### config.mk
export PLATFORM = sky130hd
export DESIGN_NAME = store_narrowing_unit
export DESIGN_NICKNAME = d
export VERILOG_FILES = /design/src/rtl/store_narrowing_unit_pkg.sv /design/src/rtl/store_lane_mux.sv /design/src/rtl/store_narrowing_unit.sv
export SDC_FILE = /design/constraint.sdc
export NUM_CORES = 1
export LEC_CHECK = 0
export BUFFER_PORTS_ARGS = -buffer_cell sky130_fd_sc_hd__buf_4
export CORE_ASPECT_RATIO = 1.1
export CORE_MARGIN = 4
export CORE_UTILIZATION = 35
export DETAILED_ROUTE_END_ITERATION = 8
export PLACE_DENSITY_LB_ADDON = 0.08
export SETUP_SLACK_MARGIN = 0.2
export SYNTH_ARGS = -nofsm -noshare
export SYNTH_HDL_FRONTEND = slang
export SYNTH_HIERARCHICAL = 1
export SYNTH_SLANG_ARGS = --single-unit
### constraint.sdc
create_clock -name clk -period 10.1 [get_ports clk]
set_input_delay 1.01 -clock clk [delete_from_list [all_inputs] [get_ports clk]]
set_output_delay 1.01 -clock clk [all_outputs]
set_load 0.02 [all_outputs]
### src/rtl/store_narrowing_unit_pkg.sv
// Shared types for the store narrowing unit: access-size encoding, skid-buffer
// states and the byte-enable width.
package store_narrowing_unit_pkg;

  localparam int DATA_W = 32;
  localparam int BE_W   = DATA_W / 8;

  typedef enum logic [1:0] {
    SB   = 2'b00,
    SH   = 2'b01,
    SW   = 2'b10,
    RSVD = 2'b11
  } size_e;

  typedef enum logic [1:0] {
    EMPTY = 2'b00,
    ONE   = 2'b01,
    TWO   = 2'b10
  } skid_e;

endpackage

### src/rtl/store_lane_mux.sv
// Combinational lane placement and byte-enable generation for one store.
// Misaligned SH/SW are placed at their natural alignment; RSVD places as SW.
module store_lane_mux
  import store_narrowing_unit_pkg::*;
(
  input  logic [1:0]        addr_lo,
  input  logic [DATA_W-1:0] data,
  input  size_e             size,
  output logic [BE_W-1:0]   be,
  output logic [DATA_W-1:0] wdata,
  output logic              illegal
);

  always_comb begin
    be      = '1;
    wdata   = data;
    illegal = 1'b0;
    unique case (size)
      SB: begin
        be    = BE_W'(1) << addr_lo;
        wdata = {4{data[7:0]}};
      end
      SH: begin
        be      = addr_lo[1] ? 4'b1100 : 4'b0011;
        wdata   = {2{data[15:0]}};
        illegal = addr_lo[0];
      end
      SW: illegal = (addr_lo != 2'b00);
      default: illegal = 1'b1;
    endcase
  end

endmodule

### src/rtl/store_narrowing_unit.sv
// Store narrowing unit: converts SB/SH/SW requests into word-aligned write
// beats through a 2-entry skid buffer. STORE_MISALIGN_TRAP_EN rejects illegal
// requests with a misalign pulse instead of forcing them to natural alignment.
module store_narrowing_unit
  import store_narrowing_unit_pkg::*;
(
  input  logic              clk,
  input  logic              reset,
  input  logic              in_valid,
  output logic              in_ready,
  input  logic [31:0]       in_addr,
  input  logic [31:0]       in_data,
  input  logic [1:0]        in_size,
  output logic              out_valid,
  input  logic              out_ready,
  output logic [31:0]       out_addr,
  output logic [31:0]       out_data,
  output logic [BE_W-1:0]   out_be,
  output logic              misalign,
  output logic [15:0]       store_count
);

  logic [BE_W-1:0]   mux_be;
  logic [DATA_W-1:0] mux_data;
  logic [31:0]       new_addr;
  logic              accept, retire, enq;
  skid_e             state, state_nxt;
  logic [31:0]       tail_addr, tail_data;
  logic [BE_W-1:0]   tail_be;

`ifdef STORE_MISALIGN_TRAP_EN
  logic mux_illegal;
`else
  logic illegal_unused;
`endif

  store_lane_mux u_lane (
    .addr_lo (in_addr[1:0]),
    .data    (in_data),
    .size    (size_e'(in_size)),
    .be      (mux_be),
    .wdata   (mux_data),
`ifdef STORE_MISALIGN_TRAP_EN
    .illegal (mux_illegal)
`else
    .illegal (illegal_unused)
`endif
  );

  assign new_addr  = {in_addr[31:2], 2'b00};
  assign in_ready  = (state != TWO);
  assign out_valid = (state != EMPTY);
  assign accept    = in_valid & in_ready;
  assign retire    = out_valid & out_ready;

`ifdef STORE_MISALIGN_TRAP_EN
  assign enq = accept & ~mux_illegal;

  always_ff @(posedge clk) begin
    if (reset) misalign <= 1'b0;
    else       misalign <= accept & mux_illegal;
  end
`else
  assign enq      = accept;
  assign misalign = 1'b0;
`endif

  always_ff @(posedge clk) begin
    if (reset) state <= EMPTY;
    else       state <= state_nxt;
  end

  always_comb begin
    state_nxt = state;
    unique case (state)
      EMPTY: if (enq) state_nxt = ONE;
      ONE: begin
        if (enq && !retire)      state_nxt = TWO;
        else if (!enq && retire) state_nxt = EMPTY;
      end
      TWO:     if (retire) state_nxt = ONE;
      default: state_nxt = EMPTY;
    endcase
  end

  // Head entry drives out_* directly; it is cleared on reset so the
  // outputs read zero while the buffer is empty.
  always_ff @(posedge clk) begin
    if (reset) begin
      out_addr <= '0;
      out_data <= '0;
      out_be   <= '0;
    end else if ((state == EMPTY && enq) || (state == ONE && enq && retire)) begin
      out_addr <= new_addr;
      out_data <= mux_data;
      out_be   <= mux_be;
    end else if (state == TWO && retire) begin
      out_addr <= tail_addr;
      out_data <= tail_data;
      out_be   <= tail_be;
    end
  end

  always_ff @(posedge clk) begin
    if (state == ONE && enq && !retire) begin
      tail_addr <= new_addr;
      tail_data <= mux_data;
      tail_be   <= mux_be;
    end
  end

  always_ff @(posedge clk) begin
    if (reset)       store_count <= '0;
    else if (retire) store_count <= store_count + 16'd1;
  end

endmodule

# After elaboration in Yosys (flattened, before gate mapping)
# Index checks and enable logic that the tools add are counted.
[word_totals] ff_bits=150 inputBits=70 out_inout_bits=87
[classes] addsub=1 n_eq_ne=7 shifts=1 mux=14 n_bitwise=2 reduce_logical=15
[ops] op="$mux W32" count=4
[ops] op="$pmux W32 S2" count=1
[ops] op="$add A16 B1 Y16 const B" count=1
[ops] op="$mux W4" count=3
[ops] op="$mux W2" count=4
[ops] op="$pmux W4 S2" count=1
[ops] op="$logic_and A1 B1 Y1" count=7
[ops] op="$ne A2 B2 Y1 const B" count=3
[ops] op="$pmux W2 S3" count=1
[ops] op="$eq A2 B1 Y1 const B" count=2
[ops] op="$logic_not A2 Y1" count=2
[ops] op="$reduce_bool A2 Y1" count=2
[ops] op="$shl A1 B2 Y4 const A" count=1
[ops] op="$ne A3 B3 Y1 const B" count=1
[ops] op="$reduce_and A3 Y1" count=1
[ops] op="$and A1 B1 Y1" count=2
[ops] op="$eq A2 B2 Y1 const B" count=1
[ops] op="$logic_not A1 Y1" count=2
[ops] op="$logic_or A1 B1 Y1" count=1

# Longest topological paths before layout
[depth] word_depth=7 ltp_mapped=8 depth_no_buf=6

# By module
# Netlist, hierarchy kept.
[by_module_without_submodules] mod="store_narrowing_unit" n_inst=1 cells_per_inst=466 area_each_um2=5825.6 seq_area_each_um2=3663.5
[by_module_without_submodules] mod="store_lane_mux" n_inst=1 cells_per_inst=62 area_each_um2=526.8 seq_area_each_um2=0.0

# Worst setup path before layout
# No wires, ideal clock.
[synth_timing] kind="input to register" startpoint="in out_ready" endpoint="reg tail_addr[10] (enable)" setup_ns=0.490 arrival_time_ns=3.918 setup_slack_ns=5.692 cell_stages=2 cell_sequence="nand2b_1 -> nor2_1"
[synth_via] elab_chain_len=3
[synth_lines] item="from (decl)" line="store_narrowing_unit.sv:15" text="input logic out_ready,"
[synth_lines] item="$and A1 B1 Y1" line="store_narrowing_unit.sv:54" text="assign retire = out_valid & out_ready;"
[synth_lines] item="$logic_not A1 Y1" line="store_narrowing_unit.sv:105" text="if (state == ONE && enq && !retire) begin"
[synth_lines] item="$logic_and A1 B1 Y1" line="store_narrowing_unit.sv:105"
[synth_lines] item="to (signal assigned)" line="store_narrowing_unit.sv:106" text="tail_addr <= new_addr;"
[synth_lines] item="to (decl)" line="store_narrowing_unit.sv:28" text="logic [31:0] tail_addr, tail_data;"
# Every way passes these cells.
# A chain may end at the register's enable or synchronous reset.

# Final worst setup path
[layout_timing] startpoint="in in_valid" endpoint="reg out_addr[16]"
[layout_via] elab_chain_len=5 word_cells_on_any_way=7 classes_between="1 x mux; 1 x bitwise; 5 x reduce/logical"
[layout_lines] item="from (decl)" line="store_narrowing_unit.sv:9" text="input logic in_valid,"
[layout_lines] item="$and A1 B1 Y1 *" line="store_narrowing_unit.sv:53" text="assign accept = in_valid & in_ready;"
[layout_lines] item="$logic_and A1 B1 Y1 (2 in series)" line="store_narrowing_unit.sv:93" text="end else if ((state == EMPTY && enq) || (state == ONE && enq && retire)) begin"
[layout_lines] item="$logic_or A1 B1 Y1 *" line="store_narrowing_unit.sv:93"
[layout_lines] item="$mux W32 / $reduce_bool A2 Y1 (equally long branches)"
[layout_lines] item="to (signal assigned)" line="store_narrowing_unit.sv:94" text="out_addr <= new_addr;"
[layout_lines] item="to (signal assigned)" line="store_narrowing_unit.sv:98" text="out_addr <= tail_addr;"
[layout_lines] item="to (decl)" line="store_narrowing_unit.sv:16" text="output logic [31:0] out_addr,"
# Every way passes the cells marked *; elsewhere a longest branch is shown, timed or not.

==> metrics.md <==
| Metric | Value |
|---|---|
| Run status | complete, no violations |
| Total track usage | 0.150 |
| Layout area overhead | 28.7% |
| Final ANT Viol Nets | 0 |
| DRT iter0 DRCs | 217 |
| Initial antenna violation count | 0 |
| Die Y | 149 um |
| Int Power | 0.00123 W |
| IO Port Bufs | 153 |
| Reg2Reg Depth | 5 |
| Crit-path most repeated cell | buf_4 |
| Mapped cell area | 6340 um^2 |
| Critical-path top delay cell | buf_4 |
| HP Class | reg -> reg |
| CTS tree | built |
| WL final | 15.1 mm |
| Sequential power share | 0.427 |
| Crit path capture type | flop |
| Psw | 0.000382 W |
| Worst Setup Path Type | in -> reg |
| Hold Fails Final Rpt | 0 |
| Inst Count DP | 874 |
| Worst hold slack | 496 ps |
| CTS HTree Levels | 4 |
| Total grt overflow | 0 |
| # diodes | 0 |
| Achievable Freq | 0.351 GHz |
| Post-route DRC | 0 |
| PD cells | 197 nW/um^2 |
| Worst-Skew Late Latency | 410 ps |
| Row count | 51 |
| Cell count after synthesis | 526 |
| Slowest stage delay, CP | 820 ps |
| # hold bufs at CTS | 0 |
| Post-DP HPWL | 9.88 mm |
| Gates resized, CTS repair | 0 |
| CTS Sinks | 150 |
| Slew Viols, Final | 0 |
| Critical Path, Cell by Cell | buf_4, nand2b_4, o21ai_4, buf_4, nor2_1, a211oi_1 |
| Die width | 136 um |
| Final Cell Area | 8160 um^2 |
| Largest net degree at the start of global routing | 97 |
| Syn Area/Cell | 12.1 um^2 |
| CTS max path bufs | 2 |
| # IOs | 157 |
| Rel. slew slack | 0.343 |
| Die area | 20300 um^2 |
| Share of layout cells above drive strength 1 | 0.327 |
| Clock transition at path regs | 60 ps |
| Worst Path Max Fanout | 96 |
| Leak pwr | 3.39 nW |
| Max cap viols | 0 |
| Via count | 4335 |
| Worst EP required | 10420 ps |
| # fillers | 1699 |
| Setup TNS | 0 ps |
| Core area | 17700 um^2 |
| Combinational power share | 0.137 |
| Final core occ | 0.460 |
| First-pass GRT wire length | 23.8 mm |
| DP Area | 7500 um^2 |
| Clock power share | 0.436 |
| Via count of the first global-routing pass | 4398 |
| Worst hold path depth | 2 |
| Total CTS buffers | 17 |
| VDD IR max | 110 uV |
| Routability-driven placement congestion ratio | 0.760 |
| Endpoints failing setup | 0 |
| Worst clock skew | 4.87 ps |
| Via-to-Cell Ratio | 4.79 |
| Ys Warns | 6 |
| Startpoint Class | primary input |
| Final std cells w/o fill | 905 |
| Clk root buf | clkbuf_16 |
| RSZ-0062 raised after global routing | false |
| WL/cell | 16.7 um |
| Post-CTS Setup Bufs | 0 |
| Pin slew with the least headroom to its limit | 985 ps |
| Arr. time, crit path | 3170 ps |
| Fin crit period | 2850 ps |
| Switching portion of total power | 0.237 |
| Final worst-path cycle share | 0.282 |
| 1st-pass router iterations | 4 |
| NumNets Final | 727 |
| Initial core utilization | 0.358 |
==> critical path, delay by kind of cell <==
family	cells	cell delay, ps
AND/OR/NAND/NOR	2	160
AO/OA/AOI/OAI	2	950
buffers and inverters	2	930
==> layer usage <==
metal / track usage / part of all wire / vias up
li1: - / - / 2178
met1: 0.193 / 0.45 / 2039
met2: 0.243 / 0.48 / 103
met3: 0.0449 / 0.057 / 15
met4: 0.0499 / 0.013 / 0
met5: 0 / 0 / -
==> registers in the layout, summed over array words and instances, names as in the netlist <==
name,flops
out_data,32
tail_be,4
tail_addr,30
out_addr,30
state,2
out_be,4
tail_data,32
store_count,16
==> worst paths after layout <==
path | end | from | slack [ps]
worst max-delay path | out_addr[16] | in_valid | 7250
worst min-delay path | out_addr[22] | out_addr[22] | 500
worst max register to register | out_addr[16] | state[1] | 7440
worst min register to register | out_addr[22] | out_addr[22] | 500
==> cells in the final DEF (no fill, tap or decap), drive strengths merged, types with 2 or more instances in the layout <==
cell type / instances
a211oi: 66
a21o: 2
a21oi: 2
buf: 156
bufinv: 5
clkbuf: 22
clkinv: 3
conb: 3
dfxtp: 84
edfxtp: 66
ha: 2
inv: 6
mux2: 16
mux2i: 75
nand2: 14
nand2b: 5
nand3: 3
nand3b: 2
nand4: 4
nor2: 86
nor3: 5
nor4: 4
o21a: 2
o21ai: 9
o21bai: 2
xnor2: 10
xor2: 3
==> power by group through the flow <==
stage	Clock [W]	Combinational, W	Sequential (W)
CTS	0.000718	0.000225	0.000688
global route	0.000744	0.000242	0.000691
floorplan	0	0.000112	0.000729
global placement	0	0.000221	0.000700
finish	0.000702	0.000220	0.000687
detailed placement	0	0.000224	0.000700
==> per-stage QoR <==
step | worst slack [ps] | power [W]
6_report | 7250 | 0.00161
5_1_grt | 6930 | 0.00168
4_1_cts | 7250 | 0.00163
3_5_place_dp | 6810 | 0.000925
3_3_place_gp | 6880 | 0.000921
2_1_floorplan | 5690 | 0.000841
==> cell type report <==
type / count / area [um^2] / area share
Clock buffer: 22 / 484 / 0.0593
Clock inverter: 9 / 171 / 0.0210
Inverter: 6 / 22.5 / 0.00276
Multi-Input combinational cell: 324 / 2350 / 0.288
Sequential cell: 150 / 3660 / 0.449
Tap cell: 238 / 298 / 0.0365
Timing Repair Buffer: 156 / 1170 / 0.144
Power figures use the tool's default switching activity.
